File: config.mk
export PLATFORM = sky130hd
export DESIGN_NAME = mon_tx_scheduler
export DESIGN_NICKNAME = d
export VERILOG_FILES = /design/src/rtl/mon_tx_scheduler.sv
export SDC_FILE = /design/constraint.sdc
export NUM_CORES = 1
export LEC_CHECK = 0
export CORE_ASPECT_RATIO = 1.2
export CORE_MARGIN = 2
export CORE_UTILIZATION = 40
export DETAILED_ROUTE_END_ITERATION = 8
export DONT_BUFFER_PORTS = 1
export GPL_TIMING_DRIVEN = 0
export PLACE_DENSITY = 0.54
export RECOVER_POWER = 50
export SYNTH_ARGS = -nofsm -noshare
export SYNTH_HDL_FRONTEND = slang
export SYNTH_SLANG_ARGS = --single-unit
File: constraint.sdc
create_clock -name mon_clk -period 2.55 [get_ports mon_clk]
set_clock_uncertainty 0.1 [all_clocks]
set_input_delay 0.1275 -clock mon_clk [delete_from_list [all_inputs] [get_ports mon_clk]]
set_output_delay 0.1275 -clock mon_clk [all_outputs]
set_load 0.01 [all_outputs]
File: src/rtl/mon_tx_scheduler.sv
`default_nettype none
// ============================================================================
// Module   : mon_tx_scheduler
// Purpose  : Arbitrates power-on reply, generic and audio frames onto the
//            single monitor-bound Sender, one frame per fixed-length slot.
// Revision : 1.0 - initial release
// ============================================================================
module mon_tx_scheduler #(
    parameter int          FRAME_CYCLES = 48,
    parameter logic [39:0] PWR_WORD     = 40'hC0_0000_0000,
    parameter logic [39:0] AUDIO_WORD   = 40'hC7_0000_0000
) (
    input  logic        mon_clk,
    input  logic        rst_n,
    input  logic        tx_enable,
    input  logic        pwr_req,
    input  logic        audio_req,
    input  logic        gen_valid,
    input  logic [39:0] gen_data,
    output logic        gen_ready,
    output logic [39:0] out_data,
    output logic        out_valid,
    output logic        busy,
    output logic [7:0]  audio_drop_cnt
);

    localparam logic [7:0] c_SLOT_LOAD = 8'(FRAME_CYCLES - 2);

    typedef enum logic [1:0] {
        ST_IDLE  = 2'd0,
        ST_ISSUE = 2'd1,
        ST_SLOT  = 2'd2
    } state_t;

    state_t      r_state;
    logic [7:0]  r_slot_cnt;
    logic        r_pwr_pend;
    logic        r_aud_pend;
    logic [1:0]  r_arm;

    logic        w_arb_point;
    logic        w_can_grant;
    logic        w_pwr_first;
    logic        w_grant_pwr;
    logic        w_grant_gen;
    logic        w_grant_aud;
    logic        w_grant_any;

    // The last slot cycle arbitrates like IDLE so back-to-back frames land
    // exactly FRAME_CYCLES apart instead of FRAME_CYCLES+1.
    assign w_arb_point = (r_state == ST_IDLE) ||
                         ((r_state == ST_SLOT) && (r_slot_cnt == 8'd0));
    assign w_can_grant = w_arb_point && tx_enable && r_arm[1];

    // A power pulse arriving this cycle holds off lower priorities so that a
    // simultaneous generic offer cannot overtake it.
    assign w_pwr_first = r_pwr_pend || pwr_req;
    assign w_grant_pwr = w_can_grant && r_pwr_pend;
    assign w_grant_gen = w_can_grant && !w_pwr_first && gen_valid;
    assign w_grant_aud = w_can_grant && !w_pwr_first && !gen_valid && r_aud_pend;
    assign w_grant_any = w_grant_pwr || w_grant_gen || w_grant_aud;

    // Two-stage arm keeps the first post-reset strobe >= 2 cycles after release.
    always_ff @(posedge mon_clk or negedge rst_n) begin
        if (!rst_n) begin
            r_arm <= 2'b00;
        end else begin
            r_arm <= {r_arm[0], 1'b1};
        end
    end

    always_ff @(posedge mon_clk or negedge rst_n) begin
        if (!rst_n) begin
            r_pwr_pend     <= 1'b0;
            r_aud_pend     <= 1'b0;
            audio_drop_cnt <= 8'd0;
        end else begin
            r_pwr_pend <= (r_pwr_pend && !w_grant_pwr) || pwr_req;
            r_aud_pend <= (r_aud_pend && !w_grant_aud) || audio_req;
            if (audio_req && r_aud_pend && !w_grant_aud && (audio_drop_cnt != 8'hFF)) begin
                audio_drop_cnt <= audio_drop_cnt + 8'd1;
            end
        end
    end

    always_ff @(posedge mon_clk or negedge rst_n) begin
        if (!rst_n) begin
            r_state    <= ST_IDLE;
            r_slot_cnt <= 8'd0;
            out_valid  <= 1'b0;
            gen_ready  <= 1'b0;
            out_data   <= 40'd0;
            busy       <= 1'b0;
        end else begin
            out_valid <= 1'b0;
            gen_ready <= 1'b0;
            case (r_state)
                ST_ISSUE: begin
                    r_slot_cnt <= c_SLOT_LOAD;
                    r_state    <= ST_SLOT;
                end
                ST_IDLE, ST_SLOT: begin
                    if (!w_arb_point) begin
                        r_slot_cnt <= r_slot_cnt - 8'd1;
                    end else if (w_grant_any) begin
                        r_state   <= ST_ISSUE;
                        out_valid <= 1'b1;
                        busy      <= 1'b1;
                        gen_ready <= w_grant_gen;
                        out_data  <= w_grant_pwr ? PWR_WORD :
                                     (w_grant_gen ? gen_data : AUDIO_WORD);
                    end else begin
                        r_state <= ST_IDLE;
                        busy    <= 1'b0;
                    end
                end
                default: begin
                    r_state <= ST_IDLE;
                    busy    <= 1'b0;
                end
            endcase
        end
    end

endmodule
`default_nettype wire
* Yosys cells after proc, flatten, opt, wreduce, memory -nomap -nowiden
Index checks and enable logic that the tools add are counted.
Operators by class: $add $sub $neg 2, equality and inequality tests 5, mux-type cells 15, bitwise gates (word level) 1, reductions and logical operators 30
Operator list (number):
- $mux W40 | 2
- $pmux W8 S2 | 1
- $logic_and A1 B1 Y1 | 13
- $add A8 B1 Y8 const B | 1
- $logic_not A8 Y1 | 1
- $mux W1 | 8
- $mux W8 | 1
- $ne A8 B8 Y1 const B | 1
- $sub A8 B1 Y8 const B | 1
- $logic_or A1 B1 Y1 | 6
- $logic_not A1 Y1 | 4
- $ne A2 B2 Y1 const B | 2
- $pmux W2 S2 | 1
- $reduce_and A2 Y1 | 2
- $reduce_and A3 Y1 | 1
- $eq A2 B1 Y1 const B | 1
- $eq A2 B2 Y1 const B | 1
- $logic_not A2 Y1 | 1
- $mux W2 | 1
- $pmux W1 S2 | 1
- $reduce_bool A2 Y1 | 1
- $reduce_or A2 Y1 | 1
- $not A1 Y1 | 1
Storage, ports and cells: flip-flop bits (word level) 65, bits of input ports 46

* Logic depth before layout (Yosys ltp)
word-level depth 12, depth in mapped cells 9, depth with buffers taken out 8

* Worst setup path after synthesis
OpenSTA, ideal clock, no wires.
path kind register to register, from register r_slot_cnt[0], to register out_data[10], setup time 121 ps, arrival time 1620 ps, required time 2329 ps, setup slack 709 ps, stages on the path, launching flop included 9, path buffers 1, period minus slack after synthesis 1841 ps, path through dfrtp_1 -> inv_1 -> ha_1 -> nor3b_1 -> a21oi_2 -> nor2_2 -> o21ai_2 -> buf_6 -> a22o_1
Between the ends: cells in the longest elaborated chain, start to end 10, elaborated cells on any way between the ends 15
RTL lines:
- start, declared | RTL line 36 | logic [7:0] r_slot_cnt;
- start signal, assigned | RTL line 99 | r_slot_cnt <= c_SLOT_LOAD;
- start signal, assigned | RTL line 104 | r_slot_cnt <= r_slot_cnt - 8'd1;
- $logic_not A8 Y1 (*) | RTL line 52 | ((r_state == ST_SLOT) && (r_slot_cnt == 8'd0));
- $logic_and A1 B1 Y1 (*) | RTL line 52
- $logic_or A1 B1 Y1 (*) | RTL line 51 | assign w_arb_point = (r_state == ST_IDLE) ||
- $logic_and A1 B1 Y1 (2 in series) | RTL line 53 | assign w_can_grant = w_arb_point && tx_enable && r_arm[1];
- $logic_and A1 B1 Y1 | RTL line 59, 60
- $logic_and A1 B1 Y1, on equally long branches | RTL line 59, 60
- $logic_or A1 B1 Y1 / $logic_and A1 B1 Y1 (equally long branches) | RTL line 61, 60
- $logic_or A1 B1 Y1 | RTL line 61 | assign w_grant_any = w_grant_pwr || w_grant_gen || w_grant_aud;
- $reduce_and A3 Y1 (no source line)
- end signal, assigned | RTL line 110 | out_data <= w_grant_pwr ? PWR_WORD :
- end, declared | RTL line 21 | output logic [39:0] out_data,
Every way passes the cells marked *; elsewhere a longest branch is shown, timed or not. A chain may end at the register's enable or synchronous reset.

* Worst setup path after layout
from register r_slot_cnt[0], to register r_aud_pend
Between the ends: cells in the longest elaborated chain, start to end 11
RTL lines:
- $logic_not A8 Y1 | RTL line 52
- $logic_and A1 B1 Y1 | RTL line 52
- $logic_or A1 B1 Y1 | RTL line 51
- $logic_and A1 B1 Y1 (2 in series) | RTL line 53
- $logic_and A1 B1 Y1 (3 in series) | RTL line 60 | assign w_grant_aud = w_can_grant && !w_pwr_first && !gen_valid && r_aud_pend;
- $logic_not A1 Y1 | RTL line 79 | r_aud_pend <= (r_aud_pend && !w_grant_aud) || audio_req;
- $logic_and A1 B1 Y1 | RTL line 79
- $logic_or A1 B1 Y1 | RTL line 79
- end signal, assigned | RTL line 79
- end, declared | RTL line 38 | logic r_aud_pend;
No other way between the ends.

==> impl_results.md <==
- Detailed Place HPWL: 3.90 mm
- Clk buf depth: 2
- RSZ-0062 raised after global routing: false
- Vias/cell: 5.30
- Cell Area, Synth: 2650 um2
- Root Buffer: clkbuf_8
- Min Tclk post-route: 2.34 ns
- LEAKAGE: 1.57 nW
- CP startpoint: r_slot_cnt[0]$_DFFE_PN0P_
- Top Ports: 97
- Final worst-path setup slack: 0.208 ns
- Distinct cells, synth: 39
- Hold Crit Depth: 3
- Final Hold Vio Count: 0
- Worst path required time: 2.65 ns
- Slew Limit Fails: 66
- Layout area overhead: 29.1%
- CTS tree: yes
- Dpl ws: 0.433 ns
- Post-CTS setup buffer count: 0
- CP delay by family, top: buffers and inverters
- Buffers on Ports: 0
- Maximum VDD drop: 332 uV
- Sequential share of the synthesized area: 61.4%
- Clk_lat worst skew: 0.33 ns
- Status: finished with violations
- WHS: 0.0336 ns
- Commonest cells post-synth: dfrtp_1, a22o_1, nand2_1, nor2_1, inv_1
- R2R setup slack: 0.21 ns
- Fmax: 427 MHz
- Worst slew pin tran: 1.53 ns
- Residual DRC count: 0
- Overflow after GRT: 0
- Layout Nets: 313
- Share of cells above drive strength 1: 11.5%
- Initial antenna violation count: 0
- Synthesized instance count: 205
- Worst Path Arrival: 2.45 ns
- CP Capture Point: r_aud_pend$_DFF_PN0_
- Top post-synthesis cells by area: dfrtp_1, a22o_1, buf_12
- Power Dens Cells: 814 nW/um2
- Die span in x: 78.3 um
- Critical path cell sequence: inv_1 > ha_1 > nor3b_1 > a21o_1 > nand2_1 > a21o_1 > dlygate4sd3_1
- Top-count cell post-synth: dfrtp_1
- Worst Path Max Fanout: 5
- Post-synth EDFFs: 0
- Final wirelength: 6.08 mm
- Final instance area: 3420 um2
- Number of H-tree levels: 3
- Slowest cell on the critical path: dlygate4sd3_1
- ANT nets after route: 0
- Syn_nets: 254
- Max cap viols: 1
- Async SR Flop Fraction: 100%
- 1st-pass router iterations: 4
- Biggest area consumer among synthesized cells: dfrtp_1
- Number of global-route vias before repair: 1981
- Setup tns final: 0 ns
- Critical Path End Type: register
- WL/cell: 17.2 um
- Min-delay worst type: primary input to register
- Clk sinks: 65
- Primary FF master, synth: dfrtp_1
- Seq cells post-synth: 65
- Clock slew at reported path FFs: 0.06 ns
- Placed cells: 290
- WS Path Type: register to register
- Ys Warns: 0
- Post-Place Cell Area: 2760 um2
- Period utilization: 91.9%
- Die height: 93.2 um
- Total number of vias: 1877
- First-pass GRT wire length: 9.90 mm
- Gr usage total: 17.8%
- Detailed Route Iter0 Violations: 146
- Buf/Inv on CP: 2
- RR Startpoint: r_slot_cnt[0]$_DFFE_PN0P_
- Slowest stage delay, CP: 0.56 ns
- Die Area: 7290 um2
- Setup violations, final: 0
- Largest net degree at the start of global routing: 66
- Post_cts resized: 0
- Fillers: 562
- Cts bufs inserted: 9
- Most used cell, CP: a21o_1
- Yosys top cell area share: 61.4%
- Worst slew margin relative to its limit: -1.75%
- GP Congestion: 0.814
- ANT cells: 0
- Quantity of hold-fixing buffers added after cts: 48
- Mean post-synth cell area: 12.9 um2
- Initial core utilization: 41.4%
- Core box area: 6410 um2
- Violated checks: capacitance limit, slew limit
- Critical path launch point type: register
- Cell Rows: 32
- R2R cell count: 7
- Reg2reg end: r_aud_pend$_DFF_PN0_
- Non-filler instance count after layout: 354
- Crit path depth: 7
- Hold Path Origin: tx_enable
-- cell type report --
| type | instances | area, um2 | area share (%) |
|---|---|---|---|
| timing repair buffer | 48 | 475 | 13.9 |
| clock inverter | 3 | 40.0 | 1.17 |
| clock buffer | 13 | 149 | 4.35 |
| inverter | 8 | 30.0 | 0.878 |
| multi-input combinational | 124 | 887 | 25.9 |
| sequential | 65 | 1630 | 47.5 |
| buffer | 8 | 106 | 3.11 |
| tap | 85 | 106 | 3.11 |
-- worst reg2reg max path, delay by kind of cell, from the launching register on --
family / cells / cell delay (ns)
fa+ha+maj: 1 / 0.13
simple gates: 2 / 0.46
buf+inv: 2 / 0.64
compound gates: 2 / 0.48
flops: 1 / 0.40
-- how the worst min path moves through the flow --
| stage | to | slack, ns |
|---|---|---|
| floorplan | audio_drop_cnt[0]$_DFFE_PN0P_ | -0.27 |
| finish | r_pwr_pend$_DFF_PN0_ | 0.03 |
| global route | gen_ready$_DFF_PN0_ | 0.04 |
| CTS | r_pwr_pend$_DFF_PN0_ | 0.03 |
| global placement | out_data[34]$_DFFE_PN0P_ | -0.27 |
| detailed placement | out_data[32]$_DFFE_PN0P_ | -0.26 |
-- layer usage --
layer | vias to the layer above | part of all wire (%) | track usage [%]
li1 | 858 | - | -
met5 | - | 0 | 0
met2 | 70 | 54 | 29.5
met4 | 0 | 1.4 | 5.99
met3 | 8 | 6.1 | 6.47
met1 | 941 | 39 | 21.6
-- where the power goes --
group          switching (mW)  total, mW  internal, mW
logic                   0.271      0.524         0.253
clock network           0.362      0.838         0.476
registers               0.232       1.42          1.19
-- layout by cell type, fill, tap and decap left out, types with 4 or more instances in the layout --
master | Yosys | layout
nand3_1 | 4 | 4
nor2_1 | 10 | 10
clkbuf_8 | 0 | 10
dfrtp_1 | 65 | 65
dlygate4sd3_1 | 0 | 47
nor2b_1 | 4 | 4
nand2_1 | 13 | 13
xnor2_1 | 6 | 6
a22o_1 | 35 | 35
a21oi_1 | 4 | 4
inv_1 | 8 | 8
-- flip-flops by register name (all words and copies together), names as in the netlist --
| name | count |
|---|---|
| audio_drop_cnt | 8 |
| busy | 1 |
| gen_ready | 1 |
| out_data | 40 |
| out_valid | 1 |
| r_arm | 2 |
| r_aud_pend | 1 |
| r_pwr_pend | 1 |
| r_slot_cnt | 8 |
| r_state | 2 |
-- per-stage QoR --
step           util, %  power (mW)
6_report          53.4        2.79
5_1_grt           53.4        2.95
4_1_cts           53.8        2.81
3_5_place_dp      43.0        1.89
3_3_place_gp      43.0        1.85
2_1_floorplan        -        1.76
-- cell families after synthesis --
group,after synthesis,share of synthesized area [%]
other,1,0.142
and+or+nand+nor,50,10.2
DFF,65,61.4
AOI/OAI and AO/OA,59,17.8
buffers and inverters,16,5.15
xor gates and xnor gates,9,2.97
adders and majority gates,3,1.42
muxes,2,0.850
No activity file was read; power rests on OpenSTA's default activity.
